## config.mk

```make
export PLATFORM = sky130hd
export DESIGN_NAME = pulse_tof_counter
export DESIGN_NICKNAME = d
export VERILOG_FILES = /design/src/rtl/pulse_tof_counter.sv
export SDC_FILE = /design/constraint.sdc
export NUM_CORES = 1
export LEC_CHECK = 0
export CELL_PAD_IN_SITES_DETAIL_PLACEMENT = 1
export CELL_PAD_IN_SITES_GLOBAL_PLACEMENT = 2
export CORE_ASPECT_RATIO = 1.25
export CORE_MARGIN = 1
export CORE_UTILIZATION = 31
export DETAILED_ROUTE_END_ITERATION = 7
export GPL_TIMING_DRIVEN = 0
export PLACE_DENSITY = 0.76
export SLEW_MARGIN = 10
export SYNTH_ARGS = -nofsm -noshare
export SYNTH_HDL_FRONTEND = slang
export SYNTH_SLANG_ARGS = --single-unit
```

## constraint.sdc

```tcl
create_clock -name i_Clk -period 1.65 [get_ports i_Clk]
set_input_delay 0.4125 -clock i_Clk [delete_from_list [all_inputs] [get_ports i_Clk]]
set_output_delay 0.4125 -clock i_Clk [all_outputs]
set_load 0.02 [all_outputs]
```

## src/rtl/pulse_tof_counter.sv

```systemverilog
// ----------------------------------------------------------------------------
// pulse_tof_counter
//
// Measures the time of flight between a transmitted impulse and the first
// echo seen by the receiver comparator. A cycle counter starts on the rising
// edge of the transmitted impulse. Echo edges are ignored for a short
// blanking window so that direct crosstalk from the transmitter is not
// mistaken for a reflection. The count is latched on the first echo rising
// edge after blanking, or a timeout is flagged if no echo arrives. Each
// impulse yields exactly one result strobe.
//
// Parameters:
//   CNT_WIDTH      width of the cycle counter and o_Count
//   BLANK_CYCLES   cycles after start during which echo edges are ignored
//   TIMEOUT_CYCLES counter value at which a measurement is abandoned
//
// Ports:
//   i_Clk      system clock
//   i_Rst_L    asynchronous active-low reset
//   i_Start    transmitted impulse, synchronous to i_Clk (rising edge starts)
//   i_Echo     raw comparator output, asynchronous to i_Clk
//   o_Count    last measured cycle count, held until the next valid result
//   o_Valid    one-cycle strobe, o_Count was updated
//   o_Timeout  one-cycle strobe, measurement ended without an echo
//   o_Busy     high while a measurement is in progress
//
// The two-cycle echo synchronizer latency is not compensated here; the
// readout side subtracts it from o_Count.
// ----------------------------------------------------------------------------
module pulse_tof_counter #(
   parameter int CNT_WIDTH      = 16,
   parameter int BLANK_CYCLES   = 8,
   parameter int TIMEOUT_CYCLES = 50000
) (
   input  logic                 i_Clk,
   input  logic                 i_Rst_L,
   input  logic                 i_Start,
   input  logic                 i_Echo,
   output logic [CNT_WIDTH-1:0] o_Count,
   output logic                 o_Valid,
   output logic                 o_Timeout,
   output logic                 o_Busy
);

   typedef enum logic [1:0] {
      IDLE,
      BLANK,
      MEASURE
   } state_t;

   localparam logic [CNT_WIDTH-1:0] BLANK_VAL   = CNT_WIDTH'(BLANK_CYCLES);
   localparam logic [CNT_WIDTH-1:0] TIMEOUT_VAL = CNT_WIDTH'(TIMEOUT_CYCLES);
   localparam logic [CNT_WIDTH-1:0] ONE_VAL     = CNT_WIDTH'(1);

   state_t               r_state;
   logic [CNT_WIDTH-1:0] r_cnt;
   logic [CNT_WIDTH-1:0] r_count;
   logic                 r_valid;
   logic                 r_timeout;
   logic                 r_busy;

   logic                 r_echoSync1;
   logic                 r_echoSync2;
   logic                 r_echoDly;
   logic                 r_startDly;

   logic                 w_echoRise;
   logic                 w_startRise;

   state_t               w_nextState;
   logic [CNT_WIDTH-1:0] w_nextCnt;
   logic [CNT_WIDTH-1:0] w_nextCount;
   logic                 w_nextValid;
   logic                 w_nextTimeout;

   // The echo comes straight from an analog comparator, so it passes through
   // a two-flop synchronizer before anything looks at it. A third flop holds
   // the previous synchronized level so only genuine low-to-high transitions
   // count; an echo that is already high never produces an edge. The start
   // delay flop runs in every state so that a start level held high across
   // the return to IDLE cannot look like a fresh edge.
   always_ff @(posedge i_Clk or negedge i_Rst_L) begin
      if (!i_Rst_L) begin
         r_echoSync1 <= 1'b0;
         r_echoSync2 <= 1'b0;
         r_echoDly   <= 1'b0;
         r_startDly  <= 1'b0;
      end else begin
         r_echoSync1 <= i_Echo;
         r_echoSync2 <= r_echoSync1;
         r_echoDly   <= r_echoSync2;
         r_startDly  <= i_Start;
      end
   end

   assign w_echoRise  = r_echoSync2 & ~r_echoDly;
   assign w_startRise = i_Start & ~r_startDly;

   // Next-state and result logic. The counter reaches 1 on the start edge and
   // then counts edges, so its value always equals the number of edges since
   // start. In MEASURE the counter freezes on the terminating edge, which
   // keeps it from ever passing the timeout value. An echo on the very edge
   // where the timeout would fire still counts as a valid result.
   always_comb begin
      w_nextState   = r_state;
      w_nextCnt     = r_cnt;
      w_nextCount   = r_count;
      w_nextValid   = 1'b0;
      w_nextTimeout = 1'b0;
      case (r_state)
         IDLE: begin
            if (w_startRise) begin
               w_nextCnt   = ONE_VAL;
               w_nextState = BLANK;
            end
         end
         BLANK: begin
            w_nextCnt = r_cnt + ONE_VAL;
            if (r_cnt == BLANK_VAL) begin
               w_nextState = MEASURE;
            end
         end
         MEASURE: begin
            if (w_echoRise) begin
               w_nextCount = r_cnt;
               w_nextValid = 1'b1;
               w_nextState = IDLE;
            end else if (r_cnt == TIMEOUT_VAL) begin
               w_nextTimeout = 1'b1;
               w_nextState   = IDLE;
            end else begin
               w_nextCnt = r_cnt + ONE_VAL;
            end
         end
         default: begin
            w_nextState = IDLE;
         end
      endcase
   end

   // State and output registers. Busy is registered alongside the state so
   // it drops on the same edge that the result strobe rises. Reset aborts a
   // measurement in progress without producing any strobe.
   always_ff @(posedge i_Clk or negedge i_Rst_L) begin
      if (!i_Rst_L) begin
         r_state   <= IDLE;
         r_cnt     <= '0;
         r_count   <= '0;
         r_valid   <= 1'b0;
         r_timeout <= 1'b0;
         r_busy    <= 1'b0;
      end else begin
         r_state   <= w_nextState;
         r_cnt     <= w_nextCnt;
         r_count   <= w_nextCount;
         r_valid   <= w_nextValid;
         r_timeout <= w_nextTimeout;
         r_busy    <= (w_nextState != IDLE);
      end
   end

   assign o_Count   = r_count;
   assign o_Valid   = r_valid;
   assign o_Timeout = r_timeout;
   assign o_Busy    = r_busy;

endmodule

```

==> results by group <==
Worst setup path
  • Required time of the critical path: 1.85 ns
  • Number of buffer and inverter instances along the worst setup path: 2
  • Largest stage delay on the critical path: 0.40 ns
  • Stages on worst setup path: 7
  • Critical path cell sequence: inv_2, ha_4, nor4b_4, and4_4, a211o_4, clkbuf_16, o31ai_2
  • Startpoint type of the worst setup path: flop
  • R2R depth: 7
  • Startpoint of the most critical setup path: r_cnt[0]
  • Type of the setup path with the least slack: reg2reg
  • Worst Setup EP: r_cnt[15]
  • Maximum fanout encountered on the critical timing path: 5
  • Reg-to-reg startpoint: r_cnt[0]
  • Endpoint type of the worst setup path: flop
  • Critical path data arrival time: 2.03 ns
  • Delay-heaviest family, CP: compound AO/OA/AOI/OAI gates
  • Minimum setup slack among reg-to-reg paths: -0.18 ns
  • Critical Path Slowest Stage Cell: sky130_fd_sc_hd__dfrtp_2
  • Reg2Reg Capture Point: r_cnt[15]

Placement
  • Worst slack after detailed placement: -0.542 ns
  • Placed cell area: 2340 sq um
  • Quantity of I/O buffers inserted on ports: 22
  • RePlAce Congestion: 0.764
  • Estimated wirelength of the detail-placed design: 3480 um

Drt
  • Via-to-Cell Ratio: 5.05
  • Number of DRC markers in iteration 0: 66
  • DRC violations left: 0
  • Remaining number of nets flagged by the antenna check after routing: 0
  • Routed wire length per instance: 16.7 um
  • Drt total wl: 5740 um
  • Vias: 1731
  • Pre-Repair DR Iteration Count: 4

Clock tree
  • Number of sinks on the clock net: 41
  • Max Root-Sink Buffers: 2
  • Root cell of the clock tree: sky130_fd_sc_hd__clkbuf_8
  • CTS tree: built
  • Total clock buffers created by CTS: 5
  • Clock slew seen by the registers of the worst setup and hold paths: 0.08 ns
  • Source-to-sink clock delay at the later pin of the worst-skew pair: 0.29 ns
  • H-tree depth reported by CTS: 2

Finish
  • Ratio of cells with drive above 1 in the final layout: 34.1%
  • Final Util: 46.6%
  • Post-synthesis to final-layout area growth: 46.1%
  • Summed area of non-filler cells in the final layout: 2870 sq um
  • Count of antenna diodes in the layout: 0
  • Final layout net count: 268

Global routing
  • Via count of the first global-routing pass: 1819
  • First-pass GRT wire length: 9270 um
  • Antenna violations before repair: 0
  • Total congestion overflow: 0
  • Pin count of the biggest net entering global routing: 35
  • Global-route usage over all layers: 18.3%

STA
  • Final number of max-transition violations: 0
  • RSZ-0062 raised after global routing: true
  • Final setup margin: -0.179 ns
  • Worst Skew: 0.00375 ns
  • Final setup viols: 18
  • Final hold violation count: 0
  • Highest Clock Rate: 547 MHz
  • Period utilisation layout: 111%
  • Rel. slew slack: 68.4%
  • Transition time at the pin with the least slew margin: 0.469 ns
  • Min Tclk post-route: 1.83 ns

Logic synthesis
  • Cell Area, Synth: 1970 sq um
  • Warnings, synthesis: 0
  • Post-synth top area share: 52.2%
  • Top post-synthesis cells by area: sky130_fd_sc_hd__dfrtp_1 (52%), sky130_fd_sc_hd__nand2_1 (10%), sky130_fd_sc_hd__o21ai_0 (5.1%), sky130_fd_sc_hd__ha_1 (3.8%), sky130_fd_sc_hd__o31ai_1 (3.4%)
  • Post-Synthesis Net Count: 219
  • Ys flop type: sky130_fd_sc_hd__dfrtp_1
  • Post-synth top cells: sky130_fd_sc_hd__nand2_1 (54), sky130_fd_sc_hd__dfrtp_1 (41), sky130_fd_sc_hd__o21ai_0 (20)
  • Cell count after synthesis: 209
  • Most area-hungry cell type in the Yosys netlist: sky130_fd_sc_hd__dfrtp_1
  • FFs w/ async S/R, synth: 100%
  • Distinct cell type count of the synthesized netlist: 41
  • Synth Area per Inst: 9.40 sq um
  • EDFF count, synth: 0
  • Flip-flop and latch count after synthesis: 41
  • Sequential fraction of the synthesis area: 52.2%
  • Count leader, synth: sky130_fd_sc_hd__nand2_1

Die
  • Effective utilization at floorplan: 31.9%
  • Number of standard-cell rows in the floorplan: 32
  • I/O pin total: 23
  • DIE WIDTH: 73.2 um
  • Vertical die dimension: 91.0 um
  • Floorplan core area: 6170 sq um
  • Die Footprint: 6670 sq um

Power and ir drop
  • Power density of the placed cells: 1250 nW/um^2
  • Maximum vdd ir drop: 435 uV
  • Final Total Pwr: 3590 uW
  • Leak pwr: 0.00142 uW

Flow run
  • Reported max-cap violation count: 0

Outcome
  • Outcome: complete, but fails checks
  • Violated checks: setup timing

Worst hold path
  • Kind of path behind the tightest hold check: reg2reg
## final cells by class
| type | instances | area, sq um |
|---|---|---|
| tap | 85 | 106 |
| inverter | 9 | 36.3 |
| buffer | 8 | 76.3 |
| fill | 722 | 3290 |
| multi-input combinational | 150 | 1090 |
| clock inverter | 2 | 35.0 |
| timing repair buffer | 43 | 422 |
| clock buffer | 5 | 68.8 |
| sequential | 41 | 1030 |
## layer usage
layer	vias up	share of wire (%)	wire (um)	track usage, %
met5	-	0	0	0
met4	0	2.9	168	7.52
met3	11	2.0	115	2.66
met2	28	52	2960	30.2
met1	863	43	2490	23.6
li1	829	-	-	-
## report_power, final
group | total, uW | internal [uW] | switching, uW
registers | 1190 | 1100 | 93.0
clock network | 797 | 440 | 357
logic | 1600 | 771 | 830
## kinds of logic after synthesis
logic type / synth area share (%)
simple gates: 23.3
compound gates: 16.6
flops: 52.2
buf+inv: 4.14
fa+ha+maj: 3.82
## metrics by stage
stage               TNS, ns  hold slack, ns  instances
global route          -4.02           0.388        343
finish                -2.11           0.354        343
CTS                   -2.11           0.355        338
global placement     -50.01           0.332        316
detailed placement   -12.05           0.278        317
floorplan           -0.0166           0.117        209
## worst min-delay path by stage
stage	startpoint	endpoint	slack (ns)	depth (start not counted)
after CTS	r_echoSync1	r_echoSync2	0.36	0
after detailed placement	i_Rst_L	o_Busy	0.28	1
after floorplan	i_Rst_L	o_Busy	0.12	0
after global placement	r_echoSync1	r_echoSync2	0.33	0
after global routing	r_echoSync1	r_echoSync2	0.39	0
final	r_echoSync1	r_echoSync2	0.35	0
## state kept, by name (all words and copies together), names as in the netlist
name         flops
r_echoSync1      1
o_Count         16
r_cnt           16
r_startDly       1
o_Valid          1
r_echoDly        1
o_Busy           1
r_echoSync2      1
o_Timeout        1
r_state          2
## cells in the final DEF, fill, tap and decap left out, types with 2 or more instances in the layout
cell,Yosys,routed
sky130_fd_sc_hd__nand2_1,54,52
sky130_fd_sc_hd__dfrtp_1,41,35
sky130_fd_sc_hd__dlygate4sd2_1,0,17
sky130_fd_sc_hd__buf_4,1,15
sky130_fd_sc_hd__o21ai_2,0,12
sky130_fd_sc_hd__a21oi_1,8,8
sky130_fd_sc_hd__o31ai_2,0,7
sky130_fd_sc_hd__dfrtp_2,0,6
sky130_fd_sc_hd__o21ai_0,20,5
sky130_fd_sc_hd__buf_6,1,5
sky130_fd_sc_hd__o21ai_1,4,5
sky130_fd_sc_hd__clkbuf_8,0,5
sky130_fd_sc_hd__inv_2,0,4
sky130_fd_sc_hd__inv_1,9,4
sky130_fd_sc_hd__nor2_1,4,4
sky130_fd_sc_hd__nand3_1,4,4
sky130_fd_sc_hd__a31oi_1,4,4
sky130_fd_sc_hd__ha_4,0,4
sky130_fd_sc_hd__and4_1,3,3
sky130_fd_sc_hd__nand4_1,3,3
sky130_fd_sc_hd__nand2b_1,3,3
sky130_fd_sc_hd__buf_2,2,2
sky130_fd_sc_hd__clkbuf_2,0,2
sky130_fd_sc_hd__nor2b_1,3,2
sky130_fd_sc_hd__nand3b_1,2,2
sky130_fd_sc_hd__buf_12,0,2
sky130_fd_sc_hd__and3_1,2,2
sky130_fd_sc_hd__and2_1,2,2
sky130_fd_sc_hd__nand2_2,0,2
sky130_fd_sc_hd__o21ai_4,0,2
sky130_fd_sc_hd__ha_1,6,2
sky130_fd_sc_hd__clkbuf_16,0,2
sky130_fd_sc_hd__clkdlybuf4s50_1,0,2
sky130_fd_sc_hd__dlymetal6s2s_1,0,2
## repair_timing
item	CTS	global route
gates resized for setup	56	46
endpoints found under the setup margin	51	32
pin swaps	9	16
hold endpoints to repair	7	0
buffers inserted	13	4
cloned	0	2
hold buffers	1	0
Note: power is estimated with default switching activity, not from simulation.
